===== src/rtl/alu_pkg.sv =====
// Shared definitions for the ALU writeback controller: opcodes, register
// indices, status bit positions, FSM states and opcode classification helpers.
package alu_pkg;

  localparam logic [3:0] OP_ONES = 4'b0000;
  localparam logic [3:0] OP_PASS = 4'b0001;
  localparam logic [3:0] OP_INC  = 4'b0010;
  localparam logic [3:0] OP_SUB  = 4'b0011;
  localparam logic [3:0] OP_CMP  = 4'b0100;
  localparam logic [3:0] OP_AND  = 4'b0101;
  localparam logic [3:0] OP_OR   = 4'b0110;
  localparam logic [3:0] OP_XOR  = 4'b0111;
  localparam logic [3:0] OP_NOT  = 4'b1000;
  localparam logic [3:0] OP_SHL  = 4'b1001;
  localparam logic [3:0] OP_SHR  = 4'b1010;
  localparam logic [3:0] OP_ADD  = 4'b1011;

  localparam logic [1:0] REG_A = 2'd0;
  localparam logic [1:0] REG_B = 2'd1;
  localparam logic [1:0] REG_C = 2'd2;
  localparam logic [1:0] REG_D = 2'd3;

  localparam int ST_BORROW = 0;
  localparam int ST_ZERO   = 1;
  localparam int ST_CARRY  = 2;

  typedef enum logic [1:0] {IDLE, ISSUE, WRITE, DONE} state_t;

  function automatic logic op_illegal(input logic [3:0] op);
    return op[3:2] == 2'b11;
  endfunction

  function automatic logic op_writes(input logic [3:0] op);
    return !op_illegal(op) && (op != OP_CMP);
  endfunction

  // Flags are derived here rather than trusted from the ALU's sticky outputs.
  function automatic logic [7:0] calc_status(input logic [3:0] op,
                                             input logic       res_zero,
                                             input logic [7:0] alu_st);
    logic [7:0] st;
    st = '0;
    case (op)
      OP_ONES, OP_PASS, OP_INC, OP_SUB, OP_AND, OP_OR, OP_XOR, OP_NOT, OP_ADD:
        st[ST_ZERO] = res_zero;
      default: st[ST_ZERO] = 1'b0;
    endcase
    if (op == OP_INC || op == OP_ADD) st[ST_CARRY] = alu_st[ST_CARRY];
    if (op == OP_SUB) st[ST_BORROW] = alu_st[ST_BORROW];
    return st;
  endfunction

endpackage


===== src/rtl/regfile_4x8.sv =====
// Four-entry operand register file: one write port, all entries readable in parallel.
module regfile_4x8 #(
  parameter int DATA_W = 8
) (
  input  logic                   clk,
  input  logic                   rst,
  input  logic                   we,
  input  logic [1:0]             waddr,
  input  logic [DATA_W-1:0]      wdata,
  output logic [3:0][DATA_W-1:0] rdata
);

  genvar gi;
  generate
    for (gi = 0; gi < 4; gi++) begin : g_entry
      logic [DATA_W-1:0] entry_reg;

      always_ff @(posedge clk or posedge rst) begin
        if (rst) begin
          entry_reg <= '0;
        end else if (we && waddr == 2'(gi)) begin
          entry_reg <= wdata;
        end
      end

      assign rdata[gi] = entry_reg;
    end
  endgenerate

endmodule


===== src/rtl/alu_writeback_ctrl.sv =====
// Sequences commands to the combinational ALU and writes results back to A..D.
// Optional macro STATUS_STICKY_EN: OR-accumulate status bits, cleared by rst or a load to A.
module alu_writeback_ctrl
  import alu_pkg::*;
#(
  parameter int SETTLE_CYCLES = 1,
  parameter int DATA_W        = 8
) (
  input  logic              clk,
  input  logic              rst,
  input  logic              cmd_valid,
  output logic              cmd_ready,
  input  logic [3:0]        cmd_regsel,
  input  logic [3:0]        cmd_op,
  input  logic [1:0]        cmd_dst,
  input  logic              ld_valid,
  input  logic [1:0]        ld_sel,
  input  logic [DATA_W-1:0] ld_data,
  output logic [3:0]        alu_regsel,
  output logic [3:0]        alu_op,
  input  logic [DATA_W-1:0] alu_result,
  input  logic [7:0]        alu_status,
  output logic [DATA_W-1:0] reg_a,
  output logic [DATA_W-1:0] reg_b,
  output logic [DATA_W-1:0] reg_c,
  output logic [DATA_W-1:0] reg_d,
  output logic [7:0]        status,
  output logic              done,
  output logic              busy,
  output logic              err
);

  state_t                   state_reg, state_next;
  logic [3:0]               regsel_reg, op_reg;
  logic [1:0]               dst_reg;
  logic [2:0]               cnt_reg;
  logic [7:0]               status_reg, status_next, flags;
  logic                     accept, ld_we, wb_we;
  logic [3:0][DATA_W-1:0]   rf_rdata;

  always_ff @(posedge clk or posedge rst) begin
    if (rst) state_reg <= IDLE;
    else     state_reg <= state_next;
  end

  always_comb begin
    state_next = state_reg;
    cmd_ready  = 1'b0;
    done       = 1'b0;
    err        = 1'b0;
    busy       = 1'b1;
    case (state_reg)
      IDLE: begin
        busy      = 1'b0;
        cmd_ready = !ld_valid && !rst;
        if (cmd_valid && cmd_ready) state_next = ISSUE;
      end
      ISSUE:   if (cnt_reg == 3'd0) state_next = WRITE;
      WRITE:   state_next = DONE;
      DONE: begin
        done       = 1'b1;
        err        = op_illegal(op_reg);
        state_next = IDLE;
      end
      default: state_next = IDLE;
    endcase
  end

  assign accept = cmd_valid && cmd_ready;
  assign ld_we  = (state_reg == IDLE) && ld_valid;
  assign wb_we  = (state_reg == WRITE) && op_writes(op_reg);
  assign flags  = calc_status(op_reg, alu_result == '0, alu_status);

  always_comb begin
    status_next = status_reg;
`ifdef STATUS_STICKY_EN
    if (ld_we && ld_sel == REG_A) status_next = '0;
    if (state_reg == WRITE && !op_illegal(op_reg)) status_next = status_reg | flags;
`else
    if (state_reg == WRITE && !op_illegal(op_reg)) status_next = flags;
`endif
  end

  // The latched command keeps driving the ALU until the next accept.
  always_ff @(posedge clk or posedge rst) begin
    if (rst) begin
      regsel_reg <= '0;
      op_reg     <= '0;
      dst_reg    <= '0;
      cnt_reg    <= '0;
      status_reg <= '0;
    end else begin
      if (accept) begin
        regsel_reg <= cmd_regsel;
        op_reg     <= cmd_op;
        dst_reg    <= cmd_dst;
        cnt_reg    <= 3'(SETTLE_CYCLES - 1);
      end else if (state_reg == ISSUE && cnt_reg != 3'd0) begin
        cnt_reg <= cnt_reg - 3'd1;
      end
      status_reg <= status_next;
    end
  end

  // Load and writeback never coincide: loads only happen in IDLE.
  regfile_4x8 #(.DATA_W(DATA_W)) u_regfile (
    .clk   (clk),
    .rst   (rst),
    .we    (ld_we || wb_we),
    .waddr (wb_we ? dst_reg : ld_sel),
    .wdata (wb_we ? alu_result : ld_data),
    .rdata (rf_rdata)
  );

  assign reg_a      = rf_rdata[REG_A];
  assign reg_b      = rf_rdata[REG_B];
  assign reg_c      = rf_rdata[REG_C];
  assign reg_d      = rf_rdata[REG_D];
  assign alu_regsel = regsel_reg;
  assign alu_op     = op_reg;
  assign status     = status_reg;

endmodule


===== config.mk =====
export PLATFORM = sky130hd
export DESIGN_NAME = alu_writeback_ctrl
export DESIGN_NICKNAME = d
export VERILOG_FILES = /design/src/rtl/alu_pkg.sv /design/src/rtl/regfile_4x8.sv /design/src/rtl/alu_writeback_ctrl.sv
export SDC_FILE = /design/constraint.sdc
export NUM_CORES = 1
export LEC_CHECK = 0
export CAP_MARGIN = 0
export CELL_PAD_IN_SITES_DETAIL_PLACEMENT = 0
export CELL_PAD_IN_SITES_GLOBAL_PLACEMENT = 1
export CORE_MARGIN = 3
export CORE_UTILIZATION = 34
export CTS_CLUSTER_DIAMETER = 150
export DETAILED_ROUTE_END_ITERATION = 8
export PLACE_DENSITY_LB_ADDON = 0.1
export SYNTH_ARGS = -nofsm -noshare
export SYNTH_HDL_FRONTEND = slang
export SYNTH_HIERARCHICAL = 1
export SYNTH_SLANG_ARGS = --single-unit

===== constraint.sdc =====
create_clock -name clk -period 2.75 [get_ports clk]
set_input_delay 0.55 -clock clk [delete_from_list [all_inputs] [get_ports clk]]
set_output_delay 0.55 -clock clk [all_outputs]
set_load 0.01 [all_outputs]

# --- After elaboration in Yosys (flattened, before gate mapping) ---
# Cells that the tools add are included.
word_totals:
  regBits: 50
op_classes:
  add_sub_neg: 1
  eq_ne: 18
  muxes: 14
  n_reduce_logical: 26
op_table:
  columns: ["operator", "n"]
  rows:
  - ["equality test 4 x 3 -> 1 bit (second input constant)", 3]
  - ["logical AND 1 bit", 12]
  - ["equality test 2 bit (second input constant)", 5]
  - ["OR reduction 9 bit", 1]
  - ["equality test 4 x 2 -> 1 bit (second input constant)", 2]
  - ["equality test 4 bit (second input constant)", 2]
  - ["zero test 8 bit", 1]
  - ["two-way mux 8 bit", 1]
  - ["one-hot mux 2 bit (4 select lines)", 1]
  - ["two-way mux 1 bit", 7]
  - ["two-way mux 2 bit", 3]
  - ["two-way mux 3 bit", 2]
  - ["equality test 2 x 1 -> 1 bit (second input constant)", 2]
  - ["equality test 4 x 1 -> 1 bit (second input constant)", 1]
  - ["zero test 2 bit", 2]
  - ["zero test 4 bit", 1]
  - ["inequality test 2 bit (second input constant)", 2]
  - ["inequality test 4 x 3 -> 1 bit (second input constant)", 1]
  - ["zero test 1 bit", 3]
  - ["zero test 3 bit", 1]
  - ["nonzero test 3 bit", 1]
  - ["subtractor 3 x 1 -> 3 bit (second input constant)", 1]
  - ["logical OR 1 bit", 2]
  - ["AND reduction 2 bit", 1]
  - ["nonzero test 2 bit", 1]

# --- Depth between registers and ports, before layout ---
logic_depth:
  ltp_word: 7
  depth_mapped: 7
  ltp_nobuf: 6

# --- By module ---
# Netlist, hierarchy kept.
by_module_without_submodules:
  columns: ["mod", "instances", "cells_per_inst", "area_each_um2", "seq_area_each_um2"]
  rows:
  - ["regfile_4x8", 1, 69, 1216.2, 800.8]
  - ["alu_writeback_ctrl", 1, 96, 1158.6, 450.4]

# --- Least setup slack after synthesis ---
# No wires, ideal clock.
synth_timing:
  path_type: "register to register"
  start: "register state_reg[0]"
  end: "register u_regfile.g_entry[0].entry_reg[0]"
  setup_ns: 0.125
  arrival_time_ns: 2.128
  setup_slack_ns: 0.498
  stages_incl_launch_ff: 8
  n_path_buf: 1
  period_less_slack_ns: 2.252
  cell_sequence: "dfrtp_1 > inv_1 > ha_1 > a21boi_2 > buf_6 > mux2_2 > nor3b_4 > mux2_2"
synth_between:
  elab_chain_cells: 5
synth_lines:
  columns: ["element", "line_no", "rtl"]
  rows:
  - ["start, declared", "alu_writeback_ctrl.sv:33", "state_t state_reg, state_next;"]
  - ["start signal, assigned", "alu_writeback_ctrl.sv:43", "else state_reg <= state_next;"]
  - ["equality test 2 bit", "alu_writeback_ctrl.sv:71", "assign wb_we = (state_reg == WRITE) && op_writes(op_reg);"]
  - ["logical AND 1 bit", "alu_writeback_ctrl.sv:71", null]
  - ["two-way mux 2 bit", "alu_writeback_ctrl.sv:110", ".waddr (wb_we ? dst_reg : ld_sel),"]
  - ["zero test 2 bit", "regfile_4x8.sv:21", "end else if (we && waddr == 2'(gi)) begin"]
  - ["logical AND 1 bit", "regfile_4x8.sv:21", null]
  - ["end signal, assigned", "regfile_4x8.sv:22", "entry_reg <= wdata;"]
  - ["end, declared", "regfile_4x8.sv:16", "logic [DATA_W-1:0] entry_reg;"]
# Parallel ways exist; a longest one is shown, timed or not.
# A chain may end at the register's enable or synchronous reset.

# --- Worst setup path in the final report ---
layout_timing:
  start: "register state_reg[0]"
  end: "output cmd_ready"
layout_between:
  elab_chain_cells: 2
layout_lines:
  columns: ["element", "line_no", "rtl"]
  rows:
  - ["zero test 2 bit", "alu_writeback_ctrl.sv:52", "case (state_reg)"]
  - ["two-way mux 1 bit", "alu_writeback_ctrl.sv:52", null]
  - ["end, declared", "alu_writeback_ctrl.sv:12", "output logic cmd_ready,"]
# Every way passes these cells.

==> impl_table.tex <==
\begin{tabular}{lr}
\hline
Metric & Value \\
\hline
\multicolumn{2}{l}{\textbf{Detailed routing}} \\
Number of remaining DRC errors & 0 \\
Via count & 1586 \\
1st-pass router iterations & 4 \\
WL/cell & 15.2 µm \\
Total wire length & 5.28 mm \\
Detailed Route Iter0 Violations & 24 \\
Post-route ant nets & 0 \\
Average vias per placed instance & 4.57 \\
\multicolumn{2}{l}{\textbf{Logic synthesis}} \\
Most used DFF post-synth & dfrtp\_1 \\
Number of enable flip-flop cells after synthesis & 0 \\
Share of async-settable or async-resettable flops after synthesis & 100\% \\
Distinct cells, synth & 40 \\
Synthesized area per cell & 14.4 µm² \\
Share of synthesized area occupied by flip-flops and latches & 52.7\% \\
Number of flip-flops and latches in the synthesized netlist & 50 \\
Post-Synthesis Cell Area & 0.00237 mm² \\
Mapped Cells & 165 \\
Count of yosys warnings during synthesis & 6 \\
\multicolumn{2}{l}{\textbf{Clock tree}} \\
Post-CTS Setup Bufs & 0 \\
Total number of H-tree levels & 2 \\
Register clock-pin slew on the reported worst setup and hold paths & 0.09 ns \\
CTS Hold Buffers Added & 0 \\
Clk sink count & 50 \\
TritonCTS clock tree & built \\
Total CTS buffers & 5 \\
Resized Gates After CTS & 0 \\
Clock tree buffer depth & 2 \\
Clock latency of the later-clocked register in the worst-skew pair & 0.29 ns \\
Cell at the root of the clock tree & clkbuf\_8 \\
\multicolumn{2}{l}{\textbf{Timing}} \\
Timing-limited maximum frequency & 413 MHz \\
Period minus WS final & 2.42 ns \\
Period utilization & 88.1\% \\
Number of pins with negative max-slew slack in the final report & 0 \\
Summed negative setup slack over all endpoints & 0 ns \\
Total count of hold-check failures in the final report & 0 \\
Setup repair after global routing missed its margin & no \\
Worst-margin pin slew & 0.693 ns \\
Post-route clock skew & 0.00439 ns \\
Tightest slew margin relative to the limit & 53.8\% \\
Final setup violating endpoints & 0 \\
\multicolumn{2}{l}{\textbf{Run}} \\
Count of max-cap constraint violations & 0 \\
\multicolumn{2}{l}{\textbf{Cells and area}} \\
\# diodes & 0 \\
Commonest non-fill, non-tap cell in the layout & clkdlybuf4s50\_1 \\
Core utilization of the finished layout & 51.2\% \\
Final Net Count & 300 \\
Highest-count cells in the layout ignoring fill and taps & 80 x clkdlybuf4s50\_1, 50 x dfrtp\_1, 44 x mux2\_2, 8 x mux2\_4, 8 x inv\_1 \\
Flip-flop count of the largest register, all copies and words added & 32 \\
Fraction of layout instances using a drive strength above 1 & 28.7\% \\
Relative area change from synthesis to final layout & 41.5\% \\
\multicolumn{2}{l}{\textbf{Global routing}} \\
Global-route wire length before repair & 8.59 mm \\
Initial antenna violation count & 0 \\
Gr ovfl total & 0 \\
Pin count of the biggest net entering global routing & 33 \\
Global routing usage summed across all routing layers & 14.1\% \\
Number of global-route vias before repair & 1717 \\
\multicolumn{2}{l}{\textbf{Critical path}} \\
Critical path peak fanout & 4 \\
Category of the critical setup timing path & reg -> out \\
Delay of the slowest cell on the worst path & 0.56 ns \\
Worst EP arrival & 1.87 ns \\
Required time at the endpoint of the critical path & 2.20 ns \\
FF-to-FF setup slack & 0.37 ns \\
Critical path capture point type & output pin \\
Sort of element at the start of the critical path & register \\
Worst path cell trace & inv\_1, ha\_1, nor3b\_2, clkdlybuf4s50\_1 \\
CP max-delay cell & clkdlybuf4s50\_1 \\
\multicolumn{2}{l}{\textbf{Power and ir drop}} \\
Power density over the cells & 1070 mW/mm² \\
Worst-case vdd ir drop & 0.494 mV \\
Static power due to leakage & 1.44 nW \\
\multicolumn{2}{l}{\textbf{Outcome}} \\
Outcome & finished, final reports clean \\
\multicolumn{2}{l}{\textbf{Floorplan}} \\
IO Count & 92 \\
Die Area & 0.00802 mm² \\
Standard cell core area & 0.00657 mm² \\
Standard-cell row count & 29 \\
Starting density of the core & 36.2\% \\
Die outline height & 89.6 µm \\
Width of the chip & 89.6 µm \\
\multicolumn{2}{l}{\textbf{Place}} \\
RD Place Congestion & 0.720 \\
Port bufs & 80 \\
Detailed placer's ending HPWL & 3.94 mm \\
\multicolumn{2}{l}{\textbf{Min path}} \\
Worst min path class & reg -> reg \\
\hline
\end{tabular}
==> critical path, delay by kind of cell (launching register included) <==
kind          cells  cell delay, ns
fa+ha+maj         1            0.25
buf+inv           2            0.69
flops             1            0.42
simple gates      1            0.22
==> cells by family (layout without fill, tap and decap cells) <==
logic type,after synthesis,count (layout),synth area share (%)
AND/OR/NAND/NOR,22,22,7.06
flip-flops,50,50,52.7
AO/OA/AOI/OAI,14,14,4.69
XOR/XNOR,2,2,0.738
other,1,5,0.158
multiplexers,54,54,26.8
buffers and inverters,15,100,4.16
adder cells (fa/ha/maj),7,7,3.69
==> stage by stage <==
step / hold slack, ns / total power [mW] / area (µm²) / setup slack (ns) / instances
floorplan: 0.476 / 2.29 / 2390 / 0.498 / 169
global placement: 0.488 / 3.19 / 3270 / 0.379 / 339
detailed placement: 0.486 / 3.20 / 3270 / 0.366 / 339
CTS: 0.515 / 3.66 / 3360 / 0.296 / 347
global route: 0.525 / 3.86 / 3360 / 0.173 / 347
finish: 0.508 / 3.60 / 3360 / 0.327 / 347
==> where the power goes <==
group,leakage [nW],internal [mW],total [mW],switching (mW)
sequential,0.609,1.08,1.29,0.213
clock,0.0482,0.203,0.435,0.232
combinational,0.778,1.16,1.87,0.711
total,1.44,2.44,3.60,1.16
==> cell type report <==
type | instances | area, µm²
clock buffer | 7 | 86.3
clock inverter | 1 | 5.00
fill | 612 | 3210
inverter | 8 | 30.0
multi-input combinational | 104 | 1040
sequential | 50 | 1250
tap | 93 | 116
timing repair buffer | 84 | 831
==> routing by layer <==
layer  vias to the layer above  part of all wire [%]  wire length, µm  GRT usage, %
met3                         2                   5.5              292          3.65
li1                        752                     -                -             -
met4                         0                  0.44               23          2.84
met5                         -                     0                0             0
met2                        51                    46             2440          21.6
met1                       781                    48             2520          20.2
==> path summary, 6_finish.rpt <==
check                      cells past startpoint                                     startpoint                                       endpoint
setup reg to reg                               6                       state_reg[0]$_DFFE_PP0P_  u_regfile/g_entry[1].entry_reg[6]$_DFFE_PP0P_
hold / removal                                 1  u_regfile/g_entry[1].entry_reg[4]$_DFFE_PP0P_  u_regfile/g_entry[1].entry_reg[4]$_DFFE_PP0P_
min in group asynchronous                      3                                            rst  u_regfile/g_entry[3].entry_reg[6]$_DFFE_PP0P_
max in group asynchronous                      2                                            rst                      alu_regsel[3]$_DFFE_PP0P_
hold reg to reg                                1  u_regfile/g_entry[1].entry_reg[4]$_DFFE_PP0P_  u_regfile/g_entry[1].entry_reg[4]$_DFFE_PP0P_
setup / recovery                               4                       state_reg[0]$_DFFE_PP0P_                                      cmd_ready
==> Yosys cell counts (2+ instances only) <==
cell type,number,share of area [%]
mux2_4,8,5.1
dfrtp_1,50,53
inv_1,8,1.3
a21oi_1,2,0.42
or4_1,2,0.63
o21ai_0,3,0.63
nor2_1,4,0.63
buf_4,5,1.6
nand3b_2,2,0.95
ha_1,7,3.7
a32o_1,2,0.84
mux2_2,44,21
Note: power is estimated with default switching activity, not from simulation.
